### config.mk
export PLATFORM = sky130hd
export DESIGN_NAME = pfstride
export DESIGN_NICKNAME = d
export VERILOG_FILES = /design/src/rtl/scmem_pkg.sv /design/src/rtl/pfstride_outq.sv /design/src/rtl/pfstride.sv
export SDC_FILE = /design/constraint.sdc
export NUM_CORES = 1
export LEC_CHECK = 0
export ABC_CLOCK_PERIOD_IN_PS = 19900
export CAP_MARGIN = 20
export CORE_UTILIZATION = 50
export DETAILED_ROUTE_END_ITERATION = 8
export PLACE_DENSITY = 0.68
export SYNTH_ARGS = -nofsm -noshare
export SYNTH_HDL_FRONTEND = slang
export SYNTH_SLANG_ARGS = --single-unit
### constraint.sdc
create_clock -name clk -period 19.9 [get_ports clk]
set_input_delay 2.985 -clock clk [delete_from_list [all_inputs] [get_ports clk]]
set_output_delay 2.985 -clock clk [all_outputs]
set_load 0.05 [all_outputs]
### src/rtl/scmem_pkg.sv
// Shared memory-subsystem types: physical address width, prefetch op
// bundle and the stride-detector confidence states.
package scmem;

    localparam int PADDR_BITS = 32;
    localparam int LINE_BITS  = 6;

    typedef struct packed {
        logic [PADDR_BITS-1:0] paddr;
        logic                  pf_l2;
    } I_mqtopf_op_type;

    typedef enum logic [1:0] {
        INIT      = 2'd0,
        TRANSIENT = 2'd1,
        STEADY    = 2'd2,
        NOSTRIDE  = 2'd3
    } pf_state_t;

    // Magnitude of a 16-bit signed stride; 17 bits so -32768 fits.
    function automatic logic [16:0] stride_mag(input logic [15:0] s);
        logic [16:0] m;
        if (s[15])
            m = 17'd0 - {1'b1, s};
        else
            m = {1'b0, s};
        return m;
    endfunction

endpackage

### src/rtl/pfstride_outq.sv
// Two-entry prefetch op queue; the head stays put until it is popped.
module pfstride_outq
    import scmem::*;
(
    input  logic            clk,
    input  logic            reset,
    input  logic            push,
    input  I_mqtopf_op_type push_op,
    input  logic            pop,
    output logic            valid,
    output logic            full,
    output I_mqtopf_op_type head
);

    logic [1:0]      count;
    I_mqtopf_op_type slot0;
    I_mqtopf_op_type slot1;

    always_ff @(posedge clk) begin
        if (reset) begin
            count <= 2'd0;
        end else begin
            case ({push, pop})
                2'b10: begin
                    if (count == 2'd0)
                        slot0 <= push_op;
                    else
                        slot1 <= push_op;
                    count <= count + 2'd1;
                end
                2'b01: begin
                    slot0 <= slot1;
                    count <= count - 2'd1;
                end
                2'b11: begin
                    if (count == 2'd1) begin
                        slot0 <= push_op;
                    end else begin
                        slot0 <= slot1;
                        slot1 <= push_op;
                    end
                end
                default: ;
            endcase
        end
    end

    assign valid = (count != 2'd0);
    assign full  = (count == 2'd2);
    assign head  = slot0;

endmodule

### src/rtl/pfstride.sv
// PC-indexed stride prefetcher: per-PC confidence FSM, next-op line
// filter and a small output queue toward the prefetch engine.
module pfstride
    import scmem::*;
#(
    parameter int ENTRIES   = 8,
    parameter int PCBITS    = 12,
    parameter int DIST      = 2,
    parameter int L2_STRIDE = 256
) (
    input  logic                  clk,
    input  logic                  reset,
    input  logic                  dmtopf_valid,
    output logic                  dmtopf_retry,
    input  logic [PCBITS-1:0]     dmtopf_pc,
    input  logic [PADDR_BITS-1:0] dmtopf_paddr,
    output logic                  mptopf_op_valid,
    input  logic                  mptopf_op_retry,
    output I_mqtopf_op_type       mptopf_op,
    output logic [15:0]           pfs_issued,
    output logic [15:0]           pfs_dropped
);

    localparam int IDXB = $clog2(ENTRIES);
    localparam int TAGB = PCBITS - IDXB;
    localparam int LINEW = PADDR_BITS - LINE_BITS;

    logic [ENTRIES-1:0]    tbl_valid;
    logic [TAGB-1:0]       tbl_tag   [ENTRIES];
    logic [PADDR_BITS-1:0] tbl_last  [ENTRIES];
    logic [15:0]           tbl_stride[ENTRIES];
    pf_state_t             tbl_state [ENTRIES];

    logic [IDXB-1:0]       idx;
    logic [TAGB-1:0]       tag;
    logic                  accept;
    logic                  hit;
    logic [PADDR_BITS-1:0] delta;
    logic                  fits;
    logic [15:0]           cur_stride;
    pf_state_t             cur_state;
    logic                  correct;
    logic [15:0]           load_stride;
    pf_state_t             next_state;
    logic [15:0]           next_stride;

    assign dmtopf_retry = reset;
    assign accept       = dmtopf_valid & ~reset;

    assign idx = dmtopf_pc[IDXB-1:0];
    assign tag = dmtopf_pc[PCBITS-1:IDXB];
    assign hit = tbl_valid[idx] && (tbl_tag[idx] == tag);

    assign cur_stride = tbl_stride[idx];
    assign cur_state  = tbl_state[idx];
    assign delta      = dmtopf_paddr - tbl_last[idx];

    // Delta fits in 16-bit signed when all upper bits match the sign bit.
    assign fits = (&delta[PADDR_BITS-1:15]) | ~(|delta[PADDR_BITS-1:15]);
    assign correct     = fits && (delta[15:0] == cur_stride);
    assign load_stride = fits ? delta[15:0] : 16'd0;

    always_comb begin
        next_state  = cur_state;
        next_stride = cur_stride;
        unique case (cur_state)
            INIT: begin
                if (correct) begin
                    next_state = STEADY;
                end else begin
                    next_state  = TRANSIENT;
                    next_stride = load_stride;
                end
            end
            TRANSIENT: begin
                if (correct) begin
                    next_state = STEADY;
                end else begin
                    next_state  = NOSTRIDE;
                    next_stride = load_stride;
                end
            end
            STEADY: begin
                if (!correct)
                    next_state = INIT;
            end
            NOSTRIDE: begin
                if (correct) begin
                    next_state = TRANSIENT;
                end else begin
                    next_state  = NOSTRIDE;
                    next_stride = load_stride;
                end
            end
        endcase
    end

    always_ff @(posedge clk) begin
        if (reset) begin
            tbl_valid <= '0;
        end else if (accept) begin
            tbl_valid[idx] <= 1'b1;
            tbl_tag[idx]   <= tag;
            tbl_last[idx]  <= dmtopf_paddr;
            if (hit) begin
                tbl_stride[idx] <= next_stride;
                tbl_state[idx]  <= next_state;
            end else begin
                tbl_stride[idx] <= 16'd0;
                tbl_state[idx]  <= INIT;
            end
        end
    end

    logic [PADDR_BITS-1:0] stride_ext;
    logic [PADDR_BITS-1:0] target;
    logic                  gen;
    logic                  dup;
    logic                  emit;
    logic                  deq;
    logic                  q_full;
    logic                  enq;
    logic                  drop;
    logic [LINEW-1:0]      last_line;
    logic                  last_line_valid;
    I_mqtopf_op_type       new_op;

    assign stride_ext = {{(PADDR_BITS-16){next_stride[15]}}, next_stride};
    assign target     = dmtopf_paddr + stride_ext * PADDR_BITS'(DIST);

    assign gen = accept && hit && (next_state == STEADY)
              && (next_stride != 16'd0);

    assign new_op.paddr = target;
    assign new_op.pf_l2 = stride_mag(next_stride) >= 17'(L2_STRIDE);

    // Repeat requests for the same 64B line add nothing downstream.
    assign dup  = last_line_valid
               && (target[PADDR_BITS-1:LINE_BITS] == last_line);
    assign emit = gen & ~dup;
    assign deq  = mptopf_op_valid & ~mptopf_op_retry;
    assign enq  = emit & (~q_full | deq);
    assign drop = emit & q_full & ~deq;

    always_ff @(posedge clk) begin
        if (reset) begin
            last_line_valid <= 1'b0;
            last_line       <= '0;
            pfs_issued      <= 16'd0;
            pfs_dropped     <= 16'd0;
        end else begin
            if (emit) begin
                last_line_valid <= 1'b1;
                last_line       <= target[PADDR_BITS-1:LINE_BITS];
            end
            if (deq && pfs_issued != 16'hFFFF)
                pfs_issued <= pfs_issued + 16'd1;
            if (drop && pfs_dropped != 16'hFFFF)
                pfs_dropped <= pfs_dropped + 16'd1;
        end
    end

    pfstride_outq u_outq (
        .clk     (clk),
        .reset   (reset),
        .push    (enq),
        .push_op (new_op),
        .pop     (deq),
        .valid   (mptopf_op_valid),
        .full    (q_full),
        .head    (mptopf_op)
    );

endmodule

==> results by group, run 1 <==
Synthesis
  – Async set-reset flop share out of synthesis: 0%
  – Ys flop type: edfxtp_1
  – Syn Area/Cell: around 13 µm²
  – Synth Net Count: 2376
  – #FFs+latches synth: slightly above 600
  – Post-Syn Instances: around 2300
  – Synth warnings: 0
  – Sequential share of the synthesized area: between 60% and 70%
  – Cell taking the most area after synthesis: edfxtp_1
  – Post-synth EDFFs: 538
  – Largest cells by area after synthesis: edfxtp_1 56%, dfxtp_1 4.8%, ha_1 3.1%
  – Synth top area share: around 56%
  – Synth unique cells: 94
  – Cell area after synthesis: 0.0289 mm²

Placed design
  – HPWL after DPL: around 53 mm
  – Gpl congestion: just under 1
  – Placed cell count: 3048
  – # port buffers: around 110
  – Area post-placement: 0.0308 mm²

Hold path
  – Hold Path Sink: last_line[11]$_SDFFE_PP0P_
  – Hold Crit Class: reg2reg
  – Min-delay src: last_line[11]$_SDFFE_PP0P_
  – WHS Path Cells: 2

STA
  – Final hold vios: 0
  – Final setup fails: 0
  – Worst clock skew: about 0.024 ns
  – Maximum clock rate: about 0.066 GHz
  – Final slew viol count: 0
  – Rel. slew slack: between 20% and 30%
  – RSZ-0062 raised after global routing: false
  – TNS Setup: 0 ns
  – Slew @ Worst Pin: 1.09 ns
  – Worst hold slack: ~0.46 ns
  – Post-layout minimum cycle time: between 15 and 20 ns
  – Final Cycle Share: about three quarters

Worst setup path
  – CP bufs+invs: 4
  – Worst Path Max Fanout: 59
  – FF-to-FF Start: tbl_last[4][8]$_DFFE_PP_
  – CP dominant cell by count: nor2_1
  – Setup crit start kind: input pin
  – CP max-delay cell: a21oi_4
  – Top delay family on crit path: compound AO/OA/AOI/OAI gates
  – Crit end category: flip-flop
  – Critical R2R Capture: u_outq.head[2]$_DFFE_PP_
  – Critical Path AT: between 15 and 20 ns
  – Critical path required time: about 20 ns
  – Largest stage delay, worst path: 0.83 ns
  – FF-to-FF setup slack: around 8.5 ns
  – Worst r2r path cells: 34
  – CP Class: in2reg

Global routing
  – First-pass GRT wire length: between 100 and 150 mm
  – Met1 GRT Util: between 30% and 40%
  – Total track usage: a little over a quarter
  – Met3 usage: ~4.3%
  – Vias in the first global route: about 20000
  – Largest net degree at the start of global routing: just under 70
  – Most used routing layer: met2
  – Grt ovf: 0
  – Met2 Usage GRT: between 40% and 50%
  – Initial antenna violation count: 2

Power and ir drop
  – Sw Pwr: roughly 830 µW
  – Comb pwr share: 16.7%
  – Leakage: roughly 11 nW
  – Maximum vdd drop: around 0.079 mV
  – Total power draw: between 3 and 4 mW
  – Net Sw Frac: between 20% and 30%
  – P_int: 2.27 mW
  – Power per cell area: around 95 mW/mm²
  – Sequential power share: a little under half
  – Clock share of power: roughly 37%

Die
  – CORE AREA: 0.0567 mm²
  – Initial core utilization: ~50%
  – Full die area: 0.0587 mm²
  – Die height: 242 µm
  – Die W: approximately 240 µm
  – # IOs: 115
  – Rows: between 80 and 90

CTS
  – Post-cts sizing count: 0
  – Clock sinks: 607
  – CTS Buffer Depth: 3
  – Worst-path clk slew: around 0.060 ns
  – Clock Root Buffer: clkbuf_16
  – TritonCTS buffer count: 61
  – Setup Fix Bufs, Post-CTS: 0
  – H-tree depth: 2
  – Latest clock arrival within the worst-skew pair: ~0.64 ns
  – TritonCTS clock tree: yes
  – Quantity of hold-fixing buffers added after cts: 0

Detailed routing
  – DR WL/cell: roughly 25 µm
  – Vias: 19900
  – Total iterations of the first detailed-routing run: 6
  – Post-route ant nets: 0
  – Drt total wl: approximately 81 mm
  – Iteration-0 DRC Markers: roughly 2100
  – # DRC: 0
  – Drt via density: around 6.3

Job
  – Max-cap viol count: 0

Cells and area
  – Commonest non-fill, non-tap cell in the layout: edfxtp_1
  – Most frequent cells in the layout: 538 x edfxtp_1, 158 x nand2_1, 141 x nor2_1
  – Final non-filler cell total: 3165
  – Ant. Diodes: 0
  – P&R area growth vs syn: 13.7%
  – Fin nets: approximately 2500
  – Final instance area: 0.0328 mm²
  – Layout cells sized above 1: approximately 11%

Status
  – Status: finished, final reports clean
registers in the layout, summed over array words and instances, names as in the netlist:
| register | count |
|---|---|
| last_line_valid | 1 |
| tbl_stride | 128 |
| u_outq.slot1 | 33 |
| tbl_last | 256 |
| tbl_tag | 72 |
| tbl_state | 16 |
| pfs_dropped | 16 |
| last_line | 26 |
| u_outq.head | 33 |
| u_outq.count | 2 |
| tbl_valid | 8 |
| pfs_issued | 16 |
metal layers:
metal	vias up	routed length [µm]
li1	9030	-
met1	9964	33700
met2	811	38900
met3	131	5500
met4	4	2510
met5	-	32
cell usage after synthesis, types with 7 or more instances:
library cell,n
xnor2_1,50
nor4_1,20
a21o_1,29
nor2_1,146
o211ai_1,20
o22ai_1,8
a22o_1,26
buf_1,10
nand4_1,59
and2_1,13
edfxtp_1,538
or4_1,7
a31oi_1,14
a22oi_1,117
nand2b_1,12
xor2_1,42
mux2_4,28
xnor3_1,8
and3_1,42
a21boi_0,10
o221ai_1,7
nor3_1,45
nand2_1,158
nor2b_1,30
buf_6,9
and4_1,16
mux4_2,16
a211oi_1,25
or2_2,12
nand3_1,40
a221oi_1,34
buf_2,18
o21a_1,16
dfxtp_1,69
mux2i_1,32
mux2_2,22
clkbuf_1,73
o21ai_0,57
inv_1,50
or3_1,12
ha_1,71
a21oi_1,117
metrics by stage:
stage	worst slack [ns]	utilization, %
after floorplan	4.56	-
after global placement	4.60	54.3
after detailed placement	4.36	54.3
final	4.81	57.9
after global routing	3.90	57.9
after CTS	5.02	57.8
cell families after synthesis:
logic type	count (synthesis)	share of synthesized area (%)
buffers and inverters	167	2.61
DFF	607	60.8
xor gates and xnor gates	101	3.50
AOI/OAI and AO/OA	567	13.9
and+or+nand+nor	641	11.3
adders and majority gates	73	3.22
muxes	99	4.71
worst max path at each step:
stage	cells after the start	from	to	slack (ns)
after floorplan	40	dmtopf_pc[1]	u_outq.slot1[0]$_DFFE_PP_	4.56
after global placement	37	dmtopf_pc[1]	u_outq.head[2]$_DFFE_PP_	4.60
after detailed placement	37	dmtopf_pc[1]	u_outq.head[2]$_DFFE_PP_	4.36
after CTS	37	dmtopf_pc[1]	u_outq.head[2]$_DFFE_PP_	5.02
after global routing	36	dmtopf_pc[1]	u_outq.head[2]$_DFFE_PP_	3.90
final	37	dmtopf_pc[1]	u_outq.head[2]$_DFFE_PP_	4.81
power groups by stage:
stage	logic (mW)	clock network (mW)	registers, mW
detailed placement	0.510	0	1.46
floorplan	0.329	0	1.48
finish	0.518	1.16	1.43
global route	0.555	1.23	1.43
global placement	0.507	0	1.46
CTS	0.513	1.17	1.43
layout make-up:
cell class	count	area, µm²
fill	4549	23900
sequential	607	17500
multi-input combinational	1481	10700
clock buffer	81	1650
timing repair buffer	155	1440
tap	756	946
clock inverter	35	362
inverter	50	188
worst reg2reg max path, delay by kind of cell (launching register included):
family,cells,cell delay [ns]
AO/OA/AOI/OAI,17,5.88
AND/OR/NAND/NOR,10,3.04
adder cells (fa/ha/maj),3,1.00
XOR/XNOR,2,0.53
flip-flops,1,0.35
multiplexers,1,0.13
buffers and inverters,1,0.08
No activity file was read; power rests on OpenSTA's default activity.
==> inputs of run 2 (changes only) <==
- ABC_CLOCK_PERIOD_IN_PS: 19900 -> 15700
- clock period: 19.9 -> 15.7 ns (I/O delays scaled with it)
==> run 2 against run 1 <==
First-iteration DRC count grew 0.91%; core utilization barely moved; setup slack got worse by 2.6 ns; worst hold slack got worse by 0.0033 ns; critical path type unchanged; largest cell class unchanged; die area stayed put.
==> results by group, run 2 (same netlist as run 1, synthesis figures left out) <==
Worst setup path
  – Worst Path Max Fanout: 34 (-42%)
  – CP Class: in2reg
  – FF-to-FF Start: tbl_last[4][8]$_DFFE_PP_
  – FF-to-FF setup slack: 5.01 ns (-3.45 ns)
  – Crit end category: flip-flop
  – CP max-delay cell: or4_1
  – Critical R2R Capture: u_outq.head[1]$_DFFE_PP_
  – Worst r2r path cells: 35 (+2.9%)
  – Critical path required time: 16.09 ns (-4.06 ns)
  – Setup crit start kind: input pin
  – Largest stage delay, worst path: 0.57 ns (-0.26 ns)
  – Critical Path AT: 13.85 ns (-1.48 ns)

Hold path
  – Hold Path Sink: last_line[11]$_SDFFE_PP0P_
  – Min-delay src: last_line[11]$_SDFFE_PP0P_
  – WHS Path Cells: 2 (unchanged)
  – Hold Crit Class: reg2reg

Job
  – Max-cap viol count: 0 (unchanged)

CTS
  – TritonCTS buffer count: 60 (-1.6%)
  – H-tree depth: 2 (unchanged)
  – Clock sinks: 607 (unchanged)
  – Clock Root Buffer: clkbuf_16
  – Setup Fix Bufs, Post-CTS: 0 (unchanged)
  – Quantity of hold-fixing buffers added after cts: 0 (unchanged)
  – Latest clock arrival within the worst-skew pair: 0.65 ns (about the same)
  – TritonCTS clock tree: yes
  – Post-cts sizing count: 0 (unchanged)
  – Worst-path clk slew: 0.06 ns (about the same)
  – CTS Buffer Depth: 3 (unchanged)

Placed design
  – HPWL after DPL: 54.9 mm (+3.0%)
  – Placed cell count: 3060 (+0.39%)
  – Gpl congestion: 0.990 (+0.64%)
  – Area post-placement: 0.0309 mm² (+0.28%)
  – # port buffers: 114 (unchanged)

STA
  – Maximum clock rate: about 0.074 GHz
  – Final setup fails: 0 (unchanged)
  – Slew @ Worst Pin: 1.15 ns (+0.0684 ns)
  – Post-layout minimum cycle time: ~13 ns
  – Final Cycle Share: between 80% and 90%
  – Final hold vios: 0 (unchanged)
  – TNS Setup: 0 ns (unchanged)
  – RSZ-0062 raised after global routing: false
  – Rel. slew slack: 22.6% (-4.6 points)
  – Final slew viol count: 0 (unchanged)
  – Worst clock skew: 0.0222 ns (-0.00198 ns)

Global routing
  – Initial antenna violation count: 4 (+2)
  – Largest net degree at the start of global routing: 69 (+1.5%)
  – Vias in the first global route: 19800 (+1.3%)
  – First-pass GRT wire length: 123 mm (+0.91%)
  – Total track usage: 27.6% (+0.27 points)
  – Grt ovf: 0 (unchanged)

Die
  – Full die area: 0.0587 mm² (unchanged)
  – Die height: 242 µm (unchanged)
  – Rows: 87 (unchanged)
  – Die W: 242 µm (unchanged)
  – # IOs: 115 (unchanged)
  – CORE AREA: 0.0567 mm² (unchanged)
  – Initial core utilization: 50.9% (unchanged)

Power and ir drop
  – Total power draw: 3.90 mW (+26%)
  – Net Sw Frac: 26.9% (+0.065 points)
  – Comb pwr share: 16.9% (+0.2 points)
  – Clock share of power: 36.5% (-0.7 points)
  – Sequential power share: 46.5% (+0.4 points)
  – P_int: 2.85 mW (+26%)
  – Maximum vdd drop: 0.0949 mV (+20%)
  – Leakage: 11.3 nW (+0.27%)
  – Power per cell area: 119 mW/mm² (+26%)
  – Sw Pwr: 1.05 mW (+26%)

Cells and area
  – Final instance area: 0.0328 mm² (about the same)
  – Final core utilization: 57.9% (about the same)
  – Ant. Diodes: 0 (unchanged)
  – Largest regs: tbl_last x256, tbl_stride x128, tbl_tag x72
  – Commonest non-fill, non-tap cell in the layout: edfxtp_1
  – Multi-input gate area: 0.0107 mm² (about the same)
  – Fin nets: 2487 (+0.40%)
  – Filler instances: 4513 (-0.79%)
  – Largest register by flop count: tbl_last
  – Final non-filler cell total: 3172 (+0.22%)
  – P&R area growth vs syn: 13.8% (about the same)
  – Reg area: 0.0175 mm² (unchanged)
  – Layout cells sized above 1: 11.0% (+0.22 points)
  – Most frequent cells in the layout: 538 x edfxtp_1, 158 x nand2_1, 141 x nor2_1
  – Max FFs per register: 256 (unchanged)

Detailed routing
  – Post-route ant nets: 0 (unchanged)
  – Iteration-0 DRC Markers: 2100 (+0.91%)
  – DR WL/cell: 25.7 µm (+1.0%)
  – Total iterations of the first detailed-routing run: 6 (unchanged)
  – Vias: 20100 (+0.63%)
  – # DRC: 0 (unchanged)
  – Drt via density: 6.33 (+0.41%)
  – Drt total wl: 81.6 mm (+1.3%)

Status
  – Status: finished, final reports clean
-- run 2: cell count changes in the layout (fill, tap and decap cells not counted), moves of 2 or more --
cell	delta
clkinv_4	+4
clkbuf_16	-2
clkinvlp_4	-3
clkbuf_8	+2
clkinv_2	-4
inv_6	-2
clkbuf_1	-4
buf_4	+12
clkinv_1	+4
-- run 2: critical path, delay by kind of cell --
kind            cells  cell delay (ns)
compound gates     15             4.94
xor+xnor            1             0.19
mux                 1             0.37
simple gates       12             3.90
buf+inv             4             1.13
fa+ha+maj           3             0.89
-- run 2: metrics by stage --
stage	worst slack [ns]	hold slack, ns
after detailed placement	1.84	0.443
after floorplan	0.985	0.427
after global routing	1.40	0.474
after CTS	2.47	0.459
final	2.25	0.455
after global placement	1.93	0.433
-- run 2: worst max path at each step --
stage	startpoint	to
4_1_cts	dmtopf_pc[1]	u_outq.head[15]$_DFFE_PP_
3_3_place_gp	dmtopf_pc[1]	u_outq.head[0]$_DFFE_PP_
5_1_grt	dmtopf_pc[2]	u_outq.head[16]$_DFFE_PP_
2_1_floorplan	dmtopf_pc[1]	u_outq.slot1[0]$_DFFE_PP_
3_5_place_dp	dmtopf_pc[1]	u_outq.head[1]$_DFFE_PP_
6_report	dmtopf_pc[1]	u_outq.head[1]$_DFFE_PP_
-- run 2: area by class of cell --
class / instances / share of cell area [%]
Sequential cell: 607 / 53.4
Multi-Input combinational cell: 1481 / 32.6
Clock buffer: 77 / 4.92
Timing Repair Buffer: 166 / 4.60
Tap cell: 756 / 2.88
Clock inverter: 35 / 1.06
Inverter: 50 / 0.572
-- run 2: metal layers --
| metal | GRT usage, % | up-vias | share of wire [%] |
|---|---|---|---|
| met4 | 10.2 | 6 | 3.5 |
| met1 | 37.2 | 10100 | 42 |
| met2 | 45.6 | 798 | 48 |
| met3 | 3.81 | 143 | 7.0 |
| li1 | - | 9059 | - |
| met5 | 0 | - | 0.047 |
-- run 2: power by group through the flow --
| stage | registers (mW) | logic [mW] | clock network [mW] |
|---|---|---|---|
| detailed placement | 1.85 | 0.649 | 0 |
| floorplan | 1.88 | 0.417 | 0 |
| finish | 1.81 | 0.661 | 1.43 |
| CTS | 1.81 | 0.652 | 1.44 |
| global placement | 1.85 | 0.640 | 0 |
| global route | 1.82 | 0.707 | 1.51 |
